<file path="src/rtl/multi_back_end_if.sv">
`default_nettype none
// ============================================================================
//  Module   : multi_back_end_if
//  Purpose  : Bundles the FSL master link and the per-channel actor handshake
//             of multi_back_end into one interface.
//  Signals  : FSL_M_WRITE/FSL_M_DATA/FSL_M_FULL  - FSL master link
//             FSL_M_CONTROL                      - last-token tag (BE_LAST_TAG_EN)
//             OUT_send/OUT_data                  - actor send request and data
//             IN_ack/IN_rdy                      - per-channel accept and ready
//  Modports : master - the back end (drives FSL and actor acks)
//             slave  - the environment (actors and FSL FIFO)
//  Macro    : BE_LAST_TAG_EN adds FSL_M_CONTROL
//  Revision : 1.0 - initial release
// ============================================================================
interface multi_back_end_if #(
    parameter int NUM_CH = 4,
    parameter int DATA_W = 32
) ();
    logic                     FSL_M_WRITE;
    logic [DATA_W-1:0]        FSL_M_DATA;
    logic                     FSL_M_FULL;
`ifdef BE_LAST_TAG_EN
    logic                     FSL_M_CONTROL;
`endif
    logic [NUM_CH-1:0]        OUT_send;
    logic [NUM_CH*DATA_W-1:0] OUT_data;
    logic [NUM_CH-1:0]        IN_ack;
    logic [NUM_CH-1:0]        IN_rdy;

`ifdef BE_LAST_TAG_EN
    modport master (
        output FSL_M_WRITE, FSL_M_DATA, FSL_M_CONTROL, IN_ack, IN_rdy,
        input  FSL_M_FULL, OUT_send, OUT_data
    );
    modport slave (
        input  FSL_M_WRITE, FSL_M_DATA, FSL_M_CONTROL, IN_ack, IN_rdy,
        output FSL_M_FULL, OUT_send, OUT_data
    );
`else
    modport master (
        output FSL_M_WRITE, FSL_M_DATA, IN_ack, IN_rdy,
        input  FSL_M_FULL, OUT_send, OUT_data
    );
    modport slave (
        input  FSL_M_WRITE, FSL_M_DATA, IN_ack, IN_rdy,
        output FSL_M_FULL, OUT_send, OUT_data
    );
`endif
endinterface
`default_nettype wire

</file>
<file path="src/rtl/multi_back_end.sv">
`default_nettype none
// ============================================================================
//  Module   : multi_back_end
//  Purpose  : Drains NUM_CH actor output channels onto one FSL master link in
//             channel order 0..NUM_CH-1. Each channel sends the token count
//             latched at start; channels with a zero count are skipped.
//             endsend rises once every channel is done.
//  Ports    : clk, rst      - clock, asynchronous active-high reset
//             start         - pulse: latch size, begin at first nonzero channel
//             clear         - synchronous abort back to IDLE (beats start)
//             size          - per-channel token counts, ch i at [i*SIZECOUNT +: SIZECOUNT]
//             ch_sel        - index of the channel currently sending
//             endsend       - all channels complete
//             bus (master)  - FSL master link and actor handshake
//  Macro    : BE_LAST_TAG_EN adds FSL_M_CONTROL, high on each channel's last write
//  Revision : 1.0 - initial release
// ============================================================================
module multi_back_end #(
    parameter int NUM_CH    = 4,
    parameter int DATA_W    = 32,
    parameter int SIZECOUNT = 12,
    parameter int CH_W      = 2
) (
    input  wire                          clk,
    input  wire                          rst,
    input  wire                          start,
    input  wire                          clear,
    input  wire [NUM_CH*SIZECOUNT-1:0]   size,
    output logic [CH_W-1:0]              ch_sel,
    output logic                         endsend,
    multi_back_end_if.master             bus
);

    typedef enum logic [1:0] {
        S_IDLE = 2'd0,
        S_SEND = 2'd1,
        S_DONE = 2'd2
    } state_t;

    state_t               r_state;
    state_t               w_state_nxt;
    logic [SIZECOUNT-1:0] r_size_q [NUM_CH];
    logic [SIZECOUNT-1:0] r_cnt;
    logic [SIZECOUNT-1:0] w_cnt_nxt;
    logic [CH_W-1:0]      r_ch_sel;
    logic [CH_W-1:0]      w_ch_nxt;
    logic                 w_load;

    logic                 w_sel_send;
    logic [DATA_W-1:0]    w_sel_data;
    logic [SIZECOUNT-1:0] w_sel_size;
    logic                 w_at_size;
    logic                 w_write;

    logic                 w_first_found;
    logic [CH_W-1:0]      w_first_ch;
    logic                 w_next_found;
    logic [CH_W-1:0]      w_next_ch;

    // Selected-channel mux
    always_comb begin
        w_sel_send = 1'b0;
        w_sel_data = '0;
        w_sel_size = '0;
        for (int i = 0; i < NUM_CH; i++) begin
            if (r_ch_sel == CH_W'(i)) begin
                w_sel_send = bus.OUT_send[i];
                w_sel_data = bus.OUT_data[i*DATA_W +: DATA_W];
                w_sel_size = r_size_q[i];
            end
        end
    end

    // Lowest nonzero channel of the incoming size vector (used at start), and
    // lowest nonzero latched channel above the current one (used on advance).
    // Scanning downwards lets the lowest match overwrite the others.
    always_comb begin
        w_first_found = 1'b0;
        w_first_ch    = '0;
        w_next_found  = 1'b0;
        w_next_ch     = '0;
        for (int i = NUM_CH-1; i >= 0; i--) begin
            if (size[i*SIZECOUNT +: SIZECOUNT] != '0) begin
                w_first_found = 1'b1;
                w_first_ch    = CH_W'(i);
            end
            if ((CH_W'(i) > r_ch_sel) && (r_size_q[i] != '0)) begin
                w_next_found = 1'b1;
                w_next_ch    = CH_W'(i);
            end
        end
    end

    // The count compare both blocks writes past the size and marks the single
    // advance cycle between channels.
    assign w_at_size = (r_cnt == w_sel_size);
    assign w_write   = (r_state == S_SEND) & w_sel_send & ~bus.FSL_M_FULL & ~w_at_size;

    // Next-state logic
    always_comb begin
        w_state_nxt = r_state;
        w_cnt_nxt   = r_cnt;
        w_ch_nxt    = r_ch_sel;
        w_load      = 1'b0;
        if (clear) begin
            w_state_nxt = S_IDLE;
            w_cnt_nxt   = '0;
            w_ch_nxt    = '0;
        end else begin
            case (r_state)
                S_IDLE, S_DONE: begin
                    if (start) begin
                        w_load    = 1'b1;
                        w_cnt_nxt = '0;
                        if (w_first_found) begin
                            w_state_nxt = S_SEND;
                            w_ch_nxt    = w_first_ch;
                        end else begin
                            w_state_nxt = S_DONE;
                            w_ch_nxt    = '0;
                        end
                    end
                end
                S_SEND: begin
                    if (w_write) begin
                        w_cnt_nxt = r_cnt + SIZECOUNT'(1);
                    end else if (w_at_size) begin
                        w_cnt_nxt = '0;
                        if (w_next_found) begin
                            w_ch_nxt = w_next_ch;
                        end else begin
                            w_state_nxt = S_DONE;
                        end
                    end
                end
                default: w_state_nxt = S_IDLE;
            endcase
        end
    end

    // State and datapath registers
    always_ff @(posedge clk or posedge rst) begin
        if (rst) begin
            r_state  <= S_IDLE;
            r_cnt    <= '0;
            r_ch_sel <= '0;
            for (int i = 0; i < NUM_CH; i++) begin
                r_size_q[i] <= '0;
            end
        end else begin
            r_state  <= w_state_nxt;
            r_cnt    <= w_cnt_nxt;
            r_ch_sel <= w_ch_nxt;
            if (w_load) begin
                for (int i = 0; i < NUM_CH; i++) begin
                    r_size_q[i] <= size[i*SIZECOUNT +: SIZECOUNT];
                end
            end
        end
    end

    // Outputs: actor-to-FSL path is purely combinational
    always_comb begin
        bus.IN_ack = '0;
        bus.IN_rdy = '0;
        for (int i = 0; i < NUM_CH; i++) begin
            if (r_ch_sel == CH_W'(i)) begin
                bus.IN_ack[i] = w_write;
                bus.IN_rdy[i] = (r_state == S_SEND) & ~bus.FSL_M_FULL;
            end
        end
    end

    assign bus.FSL_M_WRITE = w_write;
    assign bus.FSL_M_DATA  = (r_state == S_SEND) ? w_sel_data : '0;
    assign ch_sel          = r_ch_sel;
    assign endsend         = (r_state == S_DONE);

`ifdef BE_LAST_TAG_EN
    assign bus.FSL_M_CONTROL = w_write & (r_cnt == (w_sel_size - SIZECOUNT'(1)));
`endif

endmodule
`default_nettype wire
</file>
<file path="src/flat_wrapper.sv">
// flat-port wrapper written by rule: the top's interface ports become plain ports
module multi_back_end_flat 
#(
    parameter int NUM_CH    = 4,
    parameter int DATA_W    = 32,
    parameter int SIZECOUNT = 12,
    parameter int CH_W      = 2
)
  (clk, rst, start, clear, size, ch_sel, endsend, bus_FSL_M_WRITE, bus_FSL_M_DATA, bus_IN_ack, bus_IN_rdy, bus_FSL_M_FULL, bus_OUT_send, bus_OUT_data);
  multi_back_end_if #(.NUM_CH(NUM_CH), .DATA_W(DATA_W)) bus_i ();
  input  wire clk;
  input  wire rst;
  input  wire start;
  input  wire clear;
  input  wire [NUM_CH*SIZECOUNT-1:0] size;
  output logic [CH_W-1:0] ch_sel;
  output logic endsend;
  output wire logic [$bits(bus_i.FSL_M_WRITE)-1:0] bus_FSL_M_WRITE;
  output wire logic [$bits(bus_i.FSL_M_DATA)-1:0] bus_FSL_M_DATA;
  output wire logic [$bits(bus_i.IN_ack)-1:0] bus_IN_ack;
  output wire logic [$bits(bus_i.IN_rdy)-1:0] bus_IN_rdy;
  input wire logic [$bits(bus_i.FSL_M_FULL)-1:0] bus_FSL_M_FULL;
  input wire logic [$bits(bus_i.OUT_send)-1:0] bus_OUT_send;
  input wire logic [$bits(bus_i.OUT_data)-1:0] bus_OUT_data;
  assign bus_FSL_M_WRITE = bus_i.FSL_M_WRITE;
  assign bus_FSL_M_DATA = bus_i.FSL_M_DATA;
  assign bus_IN_ack = bus_i.IN_ack;
  assign bus_IN_rdy = bus_i.IN_rdy;
  assign bus_i.FSL_M_FULL = bus_FSL_M_FULL;
  assign bus_i.OUT_send = bus_OUT_send;
  assign bus_i.OUT_data = bus_OUT_data;
  multi_back_end #(.NUM_CH(NUM_CH), .DATA_W(DATA_W), .SIZECOUNT(SIZECOUNT), .CH_W(CH_W)) u_core (.clk(clk), .rst(rst), .start(start), .clear(clear), .size(size), .ch_sel(ch_sel), .endsend(endsend), .bus(bus_i));
endmodule
</file>
<file path="config.mk">
export PLATFORM = sky130hd
export DESIGN_NAME = multi_back_end_flat
export DESIGN_NICKNAME = d
export VERILOG_FILES = /design/src/rtl/multi_back_end_if.sv /design/src/rtl/multi_back_end.sv /design/src/flat_wrapper.sv
export SDC_FILE = /design/constraint.sdc
export NUM_CORES = 1
export LEC_CHECK = 0
export CAP_MARGIN = 20
export CORE_MARGIN = 5
export CORE_UTILIZATION = 43
export CTS_CLUSTER_SIZE = 24
export DETAILED_ROUTE_END_ITERATION = 6
export PLACE_DENSITY = 0.84
export SLEW_MARGIN = 10
export SYNTH_ARGS = -nofsm -noshare
export SYNTH_HDL_FRONTEND = slang
export SYNTH_SLANG_ARGS = --single-unit
</file>
<file path="constraint.sdc">
create_clock -name clk -period 7.6 [get_ports clk]
set_clock_uncertainty 0.2 [all_clocks]
set_input_delay 1.52 -clock clk [delete_from_list [all_inputs] [get_ports clk]]
set_output_delay 1.52 -clock clk [all_outputs]
set_load 0.02 [all_outputs]
</file>
==> results.cfg <==
[route]
ant_nets = 0
first_iter_violations = 359
viasPerCell = 5.679
vias = 4021
wl_mm = 16.07
dr.pass1.iters = 4
routedWlPerCell_um = 22.70
drc = 0

[synth]
netlist_instances = 347
synth_cell_types = 46
synth-seq-cells = 64
yosysSeqAreaShare_pct = 36.74
synthArstFlopShare_pct = 100.0
ys_warn_count = 0
avgSynthCellArea_sq_um = 12.56
syn-num-nets = 533
synth_common_cells = dfrtp_1 (64), mux2_2 (48), mux4_2 (45)
synth.top_cell.area_share_pct = 36.74
synth_area_leaders = dfrtp_1 (37%), mux4_2 (23%), mux2_2 (12%)
synth_top_area_cell = dfrtp_1
post-synth-top-count-cell = dfrtp_1
synth_area_sq_mm = 0.004359
synth_edf_count = 0
synth_ff_type = dfrtp_1

[clock_tree]
path_clk_slew_ps = 80
htreeDepth = 3
root_buffer = clkbuf_8
cts_sinks = 64
cts_tree = done
cts_buffers = 9
hold_buffers = 0
cts.repair.resized = 0
post-cts-setup-buffers = 0
clock_path_buffers = 2
clkLatencyLatePin_ps = 340

[setup_path]
cp.arrival_ps = 3510
cp.required_ps = 5880
cp-end-kind = output pin
cp_max_fo = 10
critPathKind = input port to output pin
crit_path_start_kind = input port

[timing]
fmax_mhz = 191.3
slew_headroom_pct = 46.15
setup_violations = 0
period_needed_ps = 5226
tns_ps = 0
rsz0062_at_grt = no
finalCritPeriodShare_pct = 68.77
finalHoldViolations = 0
drv_slew = 0
worst_slew_pin_slew_ps = 807.8

[global_routing]
grtUsageTotal_pct = 26.09
antenna_found_initial = 0
grt_max_degree = 65
grt_pass1_wl_mm = 24.89
gr-total-overflow = 0
grt_pass1_vias = 4208

[hold_path]
hold_class = register to register

[floorplanning]
start_util_pct = 44.39
die_area_sq_mm = 0.01225
dieWidth_um = 110.7
rows = 36
die_h_um = 110.7
design.portCount = 229
core-area_sq_mm = 0.009819

[final_layout]
syn_to_final_growth_pct = 60.13
fill_cells = 726
regArea_sq_mm = 0.001604
drive_gt1_share_pct = 21.78
multi_input_area_sq_mm = 0.002644
finalNetCount = 755
fin_cells = 708

[power]
max-vdd-ir-drop_uv = 157.0
power_density_mw_per_mm2 = 169.3
p_leak_nw = 2.506

[placement]
gp_congestion = 0.9127
dpl.cell_count = 691
post-dp-hpwl_mm = 13.20
portBuffers = 228

[outcome]
status = completed

[run]
drv_cap = 0
==> per-stage QoR <==
stage	area (sq um)	worst slack, ps	hold WS [ps]	total power, W	utilization, %
after floorplan	4359	3214	276.0	0.0006618	-
after global placement	6749	2534	285.6	0.0008402	68.73
after detailed placement	6749	2408	295.6	0.0008544	68.73
after CTS	6978	2398	312.6	0.001188	71.06
after global routing	6978	2217	318.8	0.001232	71.06
final	6980	2374	308.2	0.001182	71.09
==> critical path: stages <==
cell and delay (ps):
clkdlybuf4s50_1 470, mux4_2 260, nand2_1 200, nor4b_1 380, clkdlybuf4s50_1 680
==> cells in the final DEF (no fill, tap or decap), types with 10 or more instances in the layout <==
master,netlist,final
clkbuf_8,0,10
mux2_2,48,48
dfrtp_1,64,62
xnor2_1,16,16
nor4_1,24,24
clkdlybuf4s50_1,0,228
nor2b_1,33,33
nand3_1,10,10
nor2_1,19,19
mux4_2,45,45
==> final timing paths <==
path / startpoint / end / slack, ps / cells after the start
worst max-delay path: bus_OUT_send[3] / bus_IN_ack[1] / 2370 / 5
worst min-delay path: u_core.r_size_q[41]$_DFFE_PP0P_ / u_core.r_size_q[41]$_DFFE_PP0P_ / 310 / 1
worst max register to register: u_core.ch_sel[0]$_DFFE_PP0P_ / u_core.r_cnt[11]$_DFFE_PP0P_ / 4420 / 7
worst min register to register: u_core.r_size_q[41]$_DFFE_PP0P_ / u_core.r_size_q[41]$_DFFE_PP0P_ / 310 / 1
max in group asynchronous: rst / u_core.ch_sel[1]$_DFFE_PP0P_ / 5100 / 3
min in group asynchronous: rst / u_core.r_size_q[42]$_DFFE_PP0P_ / 1530 / 3
==> cells by family after synthesis <==
family / share of synthesized area [%]
flip-flops: 36.74
XOR/XNOR: 4.219
AO/OA/AOI/OAI: 3.043
multiplexers: 35.88
buffers and inverters: 2.726
adder cells (fa/ha/maj): 0.2870
AND/OR/NAND/NOR: 17.11
==> flip-flops by register name, summed over array words and instances (netlist names) <==
| name | cells |
|---|---|
| u_core.ch_sel | 2 |
| u_core.r_state | 2 |
| u_core.r_cnt | 12 |
| u_core.r_size_q | 48 |
==> layer usage <==
| metal | vias to the layer above | global-route usage [%] | wire [um] | part of all wire, % |
|---|---|---|---|---|
| li1 | 1798 | - | - | - |
| met2 | 184 | 42.88 | 8010 | 50 |
| met1 | 2012 | 33.65 | 6442 | 40 |
| met4 | 0 | 7.964 | 409 | 2.5 |
| met5 | - | 0 | 0 | 0 |
| met3 | 27 | 7.260 | 1207 | 7.5 |
==> power by group <==
group | internal [W] | leakage [nW] | switching [W]
Sequential | 0.000399 | 0.783 | 0.0000533
Clock | 0.000195 | 0.117 | 0.000137
Combinational | 0.000249 | 1.61 | 0.000148
==> cell type report <==
type	instances	area share, %
clock inverter	6	1.308
antenna	1	0.03585
sequential	64	22.98
tap	133	2.384
clock buffer	10	1.972
inverter	4	0.2151
timing repair buffer	233	33.23
multi-input combinational	257	37.87
Note: power is estimated with default switching activity, not from simulation.
